--- src/rtl/tetris_input_pkg.sv ---
// rtl/tetris_input_pkg.sv - shared channel indices, 50 MHz timing defaults and repeat-FSM states
package tetris_input_pkg;

    localparam int CH_LEFT  = 0;
    localparam int CH_RIGHT = 1;
    localparam int CH_ROT   = 2;

    localparam int DEF_DEBOUNCE_CYC     = 500000;
    localparam int DEF_REPEAT_DELAY_CYC = 12500000;
    localparam int DEF_REPEAT_RATE_CYC  = 2500000;

    typedef enum logic [1:0] {
        RELEASED    = 2'd0,
        HELD_DELAY  = 2'd1,
        HELD_REPEAT = 2'd2
    } rep_state_e;

endpackage

--- src/rtl/button_channel.sv ---
// rtl/button_channel.sv - one button: 2-FF sync, debounce, press pulse and delayed auto-repeat
module button_channel
    import tetris_input_pkg::*;
#(
    parameter bit ACTIVE_LOW       = 1'b1,
    parameter int DEBOUNCE_CYC     = DEF_DEBOUNCE_CYC,
    parameter int REPEAT_DELAY_CYC = DEF_REPEAT_DELAY_CYC,
    parameter int REPEAT_RATE_CYC  = DEF_REPEAT_RATE_CYC,
    parameter bit REPEAT_EN        = 1'b1
) (
    input  logic clk_i,
    input  logic rst_ni,
    input  logic raw_i,
    output logic level_o,
    output logic pulse_o
);

    localparam int DB_W    = $clog2(DEBOUNCE_CYC + 1);
    localparam int TMR_MAX = (REPEAT_DELAY_CYC > REPEAT_RATE_CYC) ? REPEAT_DELAY_CYC : REPEAT_RATE_CYC;
    localparam int TMR_W   = $clog2(TMR_MAX + 1);

    localparam logic [DB_W-1:0]  DB_LAST    = DB_W'(DEBOUNCE_CYC - 1);
    localparam logic [TMR_W-1:0] DELAY_LAST = TMR_W'(REPEAT_DELAY_CYC - 1);
    localparam logic [TMR_W-1:0] RATE_LAST  = TMR_W'(REPEAT_RATE_CYC - 1);

    logic             pressed_w;
    logic             sync1_q, sync2_q;
    logic [DB_W-1:0]  cnt_q, cnt_d;
    logic             level_q, level_d;
    logic [TMR_W-1:0] timer_q, timer_d;
    logic             pulse_q, pulse_d;
    rep_state_e       state_q, state_d;

    assign pressed_w = ACTIVE_LOW ? ~raw_i : raw_i;

    always_ff @(posedge clk_i or negedge rst_ni) begin
        if (!rst_ni) begin
            sync1_q <= 1'b0;
            sync2_q <= 1'b0;
            cnt_q   <= '0;
            level_q <= 1'b0;
            timer_q <= '0;
            pulse_q <= 1'b0;
            state_q <= RELEASED;
        end else begin
            sync1_q <= pressed_w;
            sync2_q <= sync1_q;
            cnt_q   <= cnt_d;
            level_q <= level_d;
            timer_q <= timer_d;
            pulse_q <= pulse_d;
            state_q <= state_d;
        end
    end

    always_comb begin
        level_d = level_q;
        cnt_d   = '0;
        if (sync2_q != level_q) begin
            if (cnt_q == DB_LAST) begin
                level_d = sync2_q;
            end else begin
                cnt_d = cnt_q + 1'b1;
            end
        end
    end

    // FSM follows level_d so the press pulse lands in the same cycle level_o first reads 1.
    always_comb begin
        state_d = state_q;
        timer_d = timer_q;
        pulse_d = 1'b0;
        case (state_q)
            RELEASED: begin
                timer_d = '0;
                if (level_d) begin
                    state_d = HELD_DELAY;
                    pulse_d = 1'b1;
                end
            end
            HELD_DELAY: begin
                if (!level_d) begin
                    state_d = RELEASED;
                    timer_d = '0;
                end else if (REPEAT_EN) begin
                    if (timer_q == DELAY_LAST) begin
                        state_d = HELD_REPEAT;
                        timer_d = '0;
                        pulse_d = 1'b1;
                    end else begin
                        timer_d = timer_q + 1'b1;
                    end
                end
            end
            HELD_REPEAT: begin
                if (!level_d) begin
                    state_d = RELEASED;
                    timer_d = '0;
                end else if (timer_q == RATE_LAST) begin
                    timer_d = '0;
                    pulse_d = 1'b1;
                end else begin
                    timer_d = timer_q + 1'b1;
                end
            end
            default: begin
                state_d = RELEASED;
                timer_d = '0;
            end
        endcase
    end

    assign level_o = level_q;
    assign pulse_o = pulse_q;

endmodule

--- src/rtl/button_conditioner.sv ---
// rtl/button_conditioner.sv - N-channel button front end with enable-masked action strobes
module button_conditioner
    import tetris_input_pkg::*;
#(
    parameter int              N_CH             = 3,
    parameter bit              ACTIVE_LOW       = 1'b1,
    parameter int              DEBOUNCE_CYC     = DEF_DEBOUNCE_CYC,
    parameter int              REPEAT_DELAY_CYC = DEF_REPEAT_DELAY_CYC,
    parameter int              REPEAT_RATE_CYC  = DEF_REPEAT_RATE_CYC,
    parameter logic [N_CH-1:0] REPEAT_EN        = 3'b011
) (
    input  logic            CLOCK_50,
    input  logic            resetn,
    input  logic [N_CH-1:0] raw_i,
    input  logic            enable_i,
    output logic [N_CH-1:0] level_o,
    output logic [N_CH-1:0] pulse_o,
    output logic            any_pulse_o
);

    logic [N_CH-1:0] ch_pulse_w;

    for (genvar i = 0; i < N_CH; i++) begin : g_ch
        button_channel #(
            .ACTIVE_LOW      (ACTIVE_LOW),
            .DEBOUNCE_CYC    (DEBOUNCE_CYC),
            .REPEAT_DELAY_CYC(REPEAT_DELAY_CYC),
            .REPEAT_RATE_CYC (REPEAT_RATE_CYC),
            .REPEAT_EN       (REPEAT_EN[i])
        ) u_ch (
            .clk_i  (CLOCK_50),
            .rst_ni (resetn),
            .raw_i  (raw_i[i]),
            .level_o(level_o[i]),
            .pulse_o(ch_pulse_w[i])
        );
    end

    // Masking after the channels keeps the repeat schedule running while disabled.
    assign pulse_o     = ch_pulse_w & {N_CH{enable_i}};
    assign any_pulse_o = |pulse_o;

endmodule
--- config.mk ---
export PLATFORM = sky130hd
export DESIGN_NAME = button_conditioner
export DESIGN_NICKNAME = d
export VERILOG_FILES = /design/src/rtl/tetris_input_pkg.sv /design/src/rtl/button_channel.sv /design/src/rtl/button_conditioner.sv
export SDC_FILE = /design/constraint.sdc
export NUM_CORES = 1
export LEC_CHECK = 0
export ABC_AREA = 1
export CAP_MARGIN = 25
export CORE_MARGIN = 2
export CORE_UTILIZATION = 65
export DETAILED_ROUTE_END_ITERATION = 16
export GPL_ROUTABILITY_DRIVEN = 0
export PLACE_DENSITY = 0.83
export SLEW_MARGIN = 40
export SYNTH_ARGS = -nofsm -noshare
export SYNTH_HDL_FRONTEND = slang
export SYNTH_SLANG_ARGS = --single-unit
--- constraint.sdc ---
create_clock -name CLOCK_50 -period 4 [get_ports CLOCK_50]
set_clock_uncertainty 0.05 [all_clocks]
set_input_delay 0.8 -clock CLOCK_50 [delete_from_list [all_inputs] [get_ports CLOCK_50]]
set_output_delay 0.8 -clock CLOCK_50 [all_outputs]
set_load 0.1 [all_outputs]
* After elaboration in Yosys (flattened, before gate mapping)
Cells that the tools add are included.
** Operators by class
- Equal/unequal tests :: 26
- Muxes and demuxes :: 55
- $add $sub $neg :: 6
- Bitwise logic cells :: 4
- Reduce and logical (&&, ||, !) cells :: 8
** Operators by type and width (number)
- $mux 24 :: 11
- $pmux 24 s2 :: 3
- $mux 19 :: 6
- $add 24x1->24 const B :: 3
- $eq 24x22->1 const B :: 3
- $add 19x1->19 const B :: 3
- $eq 19x19->1 const B :: 3
- $eq 24x24->1 const B :: 2
- $mux 2 :: 10
- $mux 1 :: 19
- $pmux 2 s3 :: 2
- $ne 2x2->1 const B :: 4
- $eq 2x1->1 const B :: 3
- $eq 2x2->1 const B :: 3
- $logic_not 2->1 :: 3
- $ne 2x1->1 const B :: 3
- $ne 3x3->1 const B :: 2
- $pmux 1 s3 :: 2
- $reduce_and 3->1 :: 2
- $pmux 2 s2 :: 1
- $and 3x3->3 :: 1
- $ne 1x1->1 :: 3
- $not 1->1 :: 3
- $reduce_or 3->1 :: 1
- 3 further kinds :: 3
** Storage, ports and cells
- Register bits :: 147
- Output and inout bits :: 7
- Logic and storage cells :: 120
- Bits of input ports :: 6

* Longest topological paths before layout
- Depth after elaboration :: 5
- Mapped depth :: 11
- Depth with buffers taken out :: 11

* By module
A second synthesis with hierarchy kept.
** Unflattened totals
- Cell total of the unflattened synthesis :: 889
- Area total of the unflattened synthesis :: 6956.7 sq um
** By module, submodules not included
- button_channel (g_ch[0].u_ch ...) :: cells an instance 365, sequential area each 1226.2 sq um, times used 2, area an instance 2844.0 sq um
- button_channel (g_ch[2].u_ch) :: cells an instance 152, sequential area each 600.6 sq um, times used 1, area an instance 1236.2 sq um
- button_conditioner :: cells an instance 7, sequential area each 0.0 sq um, times used 1, area an instance 32.5 sq um

* Least setup slack after synthesis
OpenSTA, ideal clock, no wires.
- Kind :: input -> output
- Start point :: input enable_i
- End point :: output any_pulse_o
- Buffers on the path :: 0
- Required time :: 3.150 ns
- Arrival time :: 1.598 ns
- Slack :: 1.552 ns
- Stages :: 2
- Path through :: nand2_1 > nand3_1
** On the way
- Cells in the longest elaborated chain, start to end :: 2
** Ends and longest elaborated chain
- start: declaration :: line button_conditioner.sv:15 : input logic enable_i,
- $and 3x3->3 :: line button_conditioner.sv:40 : assign pulse_o = ch_pulse_w & {N_CH{enable_i}};
- $reduce_or 3->1 :: line button_conditioner.sv:41 : assign any_pulse_o = |pulse_o;
- end: declaration :: line button_conditioner.sv:18 : output logic any_pulse_o
Every way passes these cells.

* Worst setup path in the final report
Same ends and word-level chain as after synthesis.

==> metrics.md <==
| Metric | Value |
|---|---|
| Detail Placement HPWL | `approximately 11000 microns` |
| Die footprint | `around 12000 sq um` |
| Syn_nets | `984` |
| Number of routed nets with antenna violations | `0` |
| Starting DRT DRC Count | `543` |
| PwrDens | `377 nW/um^2` |
| CTS Buffer Depth | `2` |
| Final wirelength | `between 15000 and 20000 microns` |
| WP data required | `around 3200 ps` |
| Levels on crit path | `4` |
| Post-synth cell types | `39` |
| Post-Synth XOR/XNOR Area | `0.0615` |
| Initial antenna violation count | `0` |
| Cell accounting for the most synthesized area | `dfrtp_1` |
| Synth Register Bits | `roughly 120` |
| Final Hold Viols | `0` |
| CP Launch Point | `enable_i` |
| Slowest stage cell, crit path | `clkdlybuf4s50_1` |
| RSZ-0062 raised after global routing | `no` |
| Worst-case vdd ir drop | `approximately 0.39 mV` |
| Crit path DAT | `~1800 ps` |
| Setup ws final | `between 1000 and 1500 ps` |
| Period utilization | `0.659` |
| Synth Area in Adders | `0.0241` |
| Largest net degree at the start of global routing | `between 60 and 70` |
| Inserted Diodes | `0` |
| Relative slew margins | `0.632` |
| GRT Overall Usage | `0.287` |
| Kind of critical path | `primary input to output port` |
| Reg2Reg Depth | `8` |
| Most common cell after layout, fill and taps aside | `nand2_1` |
| Die Width | `between 100 and 150 microns` |
| Worst path top cell family by delay | `buffers and inverters` |
| Design area | `8160 sq um` |
| Clock Latency Late Sink | `roughly 540 ps` |
| Max-cap viol count | `0` |
| CP Cell Sequence | `clkdlybuf4s50_1, nand2_1, nand3_1, buf_4` |
| 1st-pass router iterations | `6` |
| Setup Viol. Count Final | `0` |
| Least-Margin Pin Slew | `between 500 and 600 ps` |
| Area growth, synth to finish | `12.4%` |
| Row Count | `38` |
| Place WS | `between 1000 and 1500 ps` |
| CP max FO | `3` |
| Via count | `6326` |
| TritonCTS clock tree | `yes` |
| Mux cell area share after synthesis | `0.00155` |
| Combinational family with the most area after synthesis | `simple AND/OR/NAND/NOR gates` |
| Fillers | `785` |
| Most frequent cells in the layout | `198 x nand2_1, 179 x nor2_1, 130 x inv_1` |
| Reg clk slew, reported paths | `around 60 ps` |
| Die height | `~110 microns` |
| Crit-path max cell delay | `500 ps` |
| Clock buffer count from CTS | `17` |
| DR vias/cell | `5.56` |
| Max Clock Freq | `0.380 GHz` |
| FF-to-FF setup slack | `1860 ps` |
| Crit end category | `output port` |
| Number of global-route vias before repair | `roughly 6000` |
| Top-level I/O count | `13` |
| Net count, final | `1006` |
| Top post-synthesis cells by area | `dfrtp_1 42%, nand2_1 10%, nor2_1 9.3%` |
| Synth Area in Compound Gates | `0.0401` |
| Total grt overflow | `0` |
| Fin util | `0.750` |
| Placed cell area | `~7500 sq um` |
| CP endpoint | `any_pulse_o` |
| Synth Area in Simple Gates | `0.374` |
| First-pass GRT wire length | `approximately 27000 microns` |
| Pleak | `3.54 nW` |
| Synth top area share | `0.420` |
| Setup TNS | `0 ps` |
| H-Tree Level Count | `4` |
| Post_cts resized | `0` |
| Sequential area share after synthesis | `0.420` |
| Starting Density | `0.667` |
| # hold bufs at CTS | `0` |
| Outcome | `finished clean` |
| Root buffer cell | `clkbuf_8` |
| Avg Cell Area, Syn | `between 7 and 8 sq um` |
| Post-Syn Area | `~7300 sq um` |
| Fin crit period | `2640 ps` |
| Worst path bufs/invs | `2` |
| CORE AREA | `~11000 sq um` |
| Startpoint types | `primary input` |
| Max Slew Vio Count | `0` |
| Share of cells above drive strength 1 | `0.101` |
| Number of post-CTS setup repair buffers | `0` |
| Yosys Warn Count | `0` |
| Residual DRC count | `0` |
| Worst Hold Class | `primary input to asynchronous set/reset pin` |
| R2R Path End | `g_ch[2].u_ch.state_q[0]` |
| IO Port Bufs | `12` |
| Sink Count | `122` |
| R2r startpoint | `g_ch[2].u_ch.cnt_q[0]` |
| Synth Instances | `~960` |
| WL/cell | `~14 microns` |
cell usage after synthesis:
master and number:
nand2_1 198, nor3_1 27, a21boi_0 1, o21ai_2 1, a31oi_1 2, clkbuf_1 2
nor2_2 24, nand4_2 2, nor4_1 4, nand3_1 76, nand2_4 2, buf_4 3
buf_6 1, o21ai_1 1, nor3_2 4, nand3_4 4, inv_2 3, xor2_1 39
mux2_2 1, buf_2 3, nor2_1 179, nor2_4 5, xnor2_1 12, o21a_1 1
a21oi_1 28, nand4_1 34, o31ai_1 1, dfrtp_1 122, nor3b_1 2, buf_8 1
nor3_4 1, a31o_2 2, nand3_2 8, ha_1 14, inv_1 130, o21bai_1 2
o21ai_0 14, nand2_2 4, nand3b_1 6
final cells by class:
class | count | area, sq um | share of cell area
multi-input cells | 699 | 3640 | 0.446
flip-flops and latches | 122 | 3050 | 0.374
inverters | 133 | 499 | 0.0612
clock buffers | 21 | 469 | 0.0575
clock inverters | 10 | 211 | 0.0259
well taps | 140 | 175 | 0.0215
repair buffers | 13 | 116 | 0.0143
per-layer routing:
layer  part of all wire  global-route usage  vias to the layer above
li1                   -                   -                     3106
met1               0.43               0.368                     2956
met2               0.49               0.480                      219
met3              0.052              0.0569                       45
met4              0.024               0.109                        0
met5                  0                   0                        -
kinds of logic (layout without fill, tap and decap cells):
family / after synthesis / count (layout)
buffers and inverters: 143 / 177
XOR/XNOR: 51 / 51
AND/OR/NAND/NOR: 580 / 580
adder cells (fa/ha/maj): 14 / 14
AO/OA/AOI/OAI: 53 / 53
flip-flops: 122 / 122
multiplexers: 1 / 1
worst min path at each step:
stage	startpoint	endpoint	slack, ps	cells past startpoint
after global routing	resetn	g_ch[1].u_ch.timer_q[20]	240	1
after CTS	g_ch[1].u_ch.sync1_q	g_ch[1].u_ch.sync2_q	300	0
after detailed placement	g_ch[1].u_ch.sync1_q	g_ch[1].u_ch.sync2_q	290	0
after floorplan	g_ch[0].u_ch.sync1_q	g_ch[0].u_ch.sync2_q	280	0
final	resetn	g_ch[1].u_ch.timer_q[20]	190	1
after global placement	g_ch[0].u_ch.sync1_q	g_ch[0].u_ch.sync2_q	280	0
sequential cells by signal, summed over array words and instances (netlist names):
register and flops:
g_ch.u_ch.cnt_q 57, g_ch.u_ch.timer_q 48, g_ch.u_ch.state_q 5, g_ch.u_ch.level_o 3, g_ch.u_ch.pulse_o 3, g_ch.u_ch.sync1_q 3
g_ch.u_ch.sync2_q 3
power by group:
group / internal, W / switching, W
logic: 0.0000168 / 0.0000475
clock network: 0.00120 / 0.000556
registers: 0.00125 / 0.0000102
stage by stage:
step | cells | hold WS, ps | total power, W
global placement | 1107 | 282 | 0.00134
detailed placement | 1107 | 286 | 0.00134
floorplan | 964 | 281 | 0.00130
finish | 1138 | 192 | 0.00308
global route | 1138 | 243 | 0.00316
CTS | 1138 | 304 | 0.00310
(Power assumes the default switching activity.)
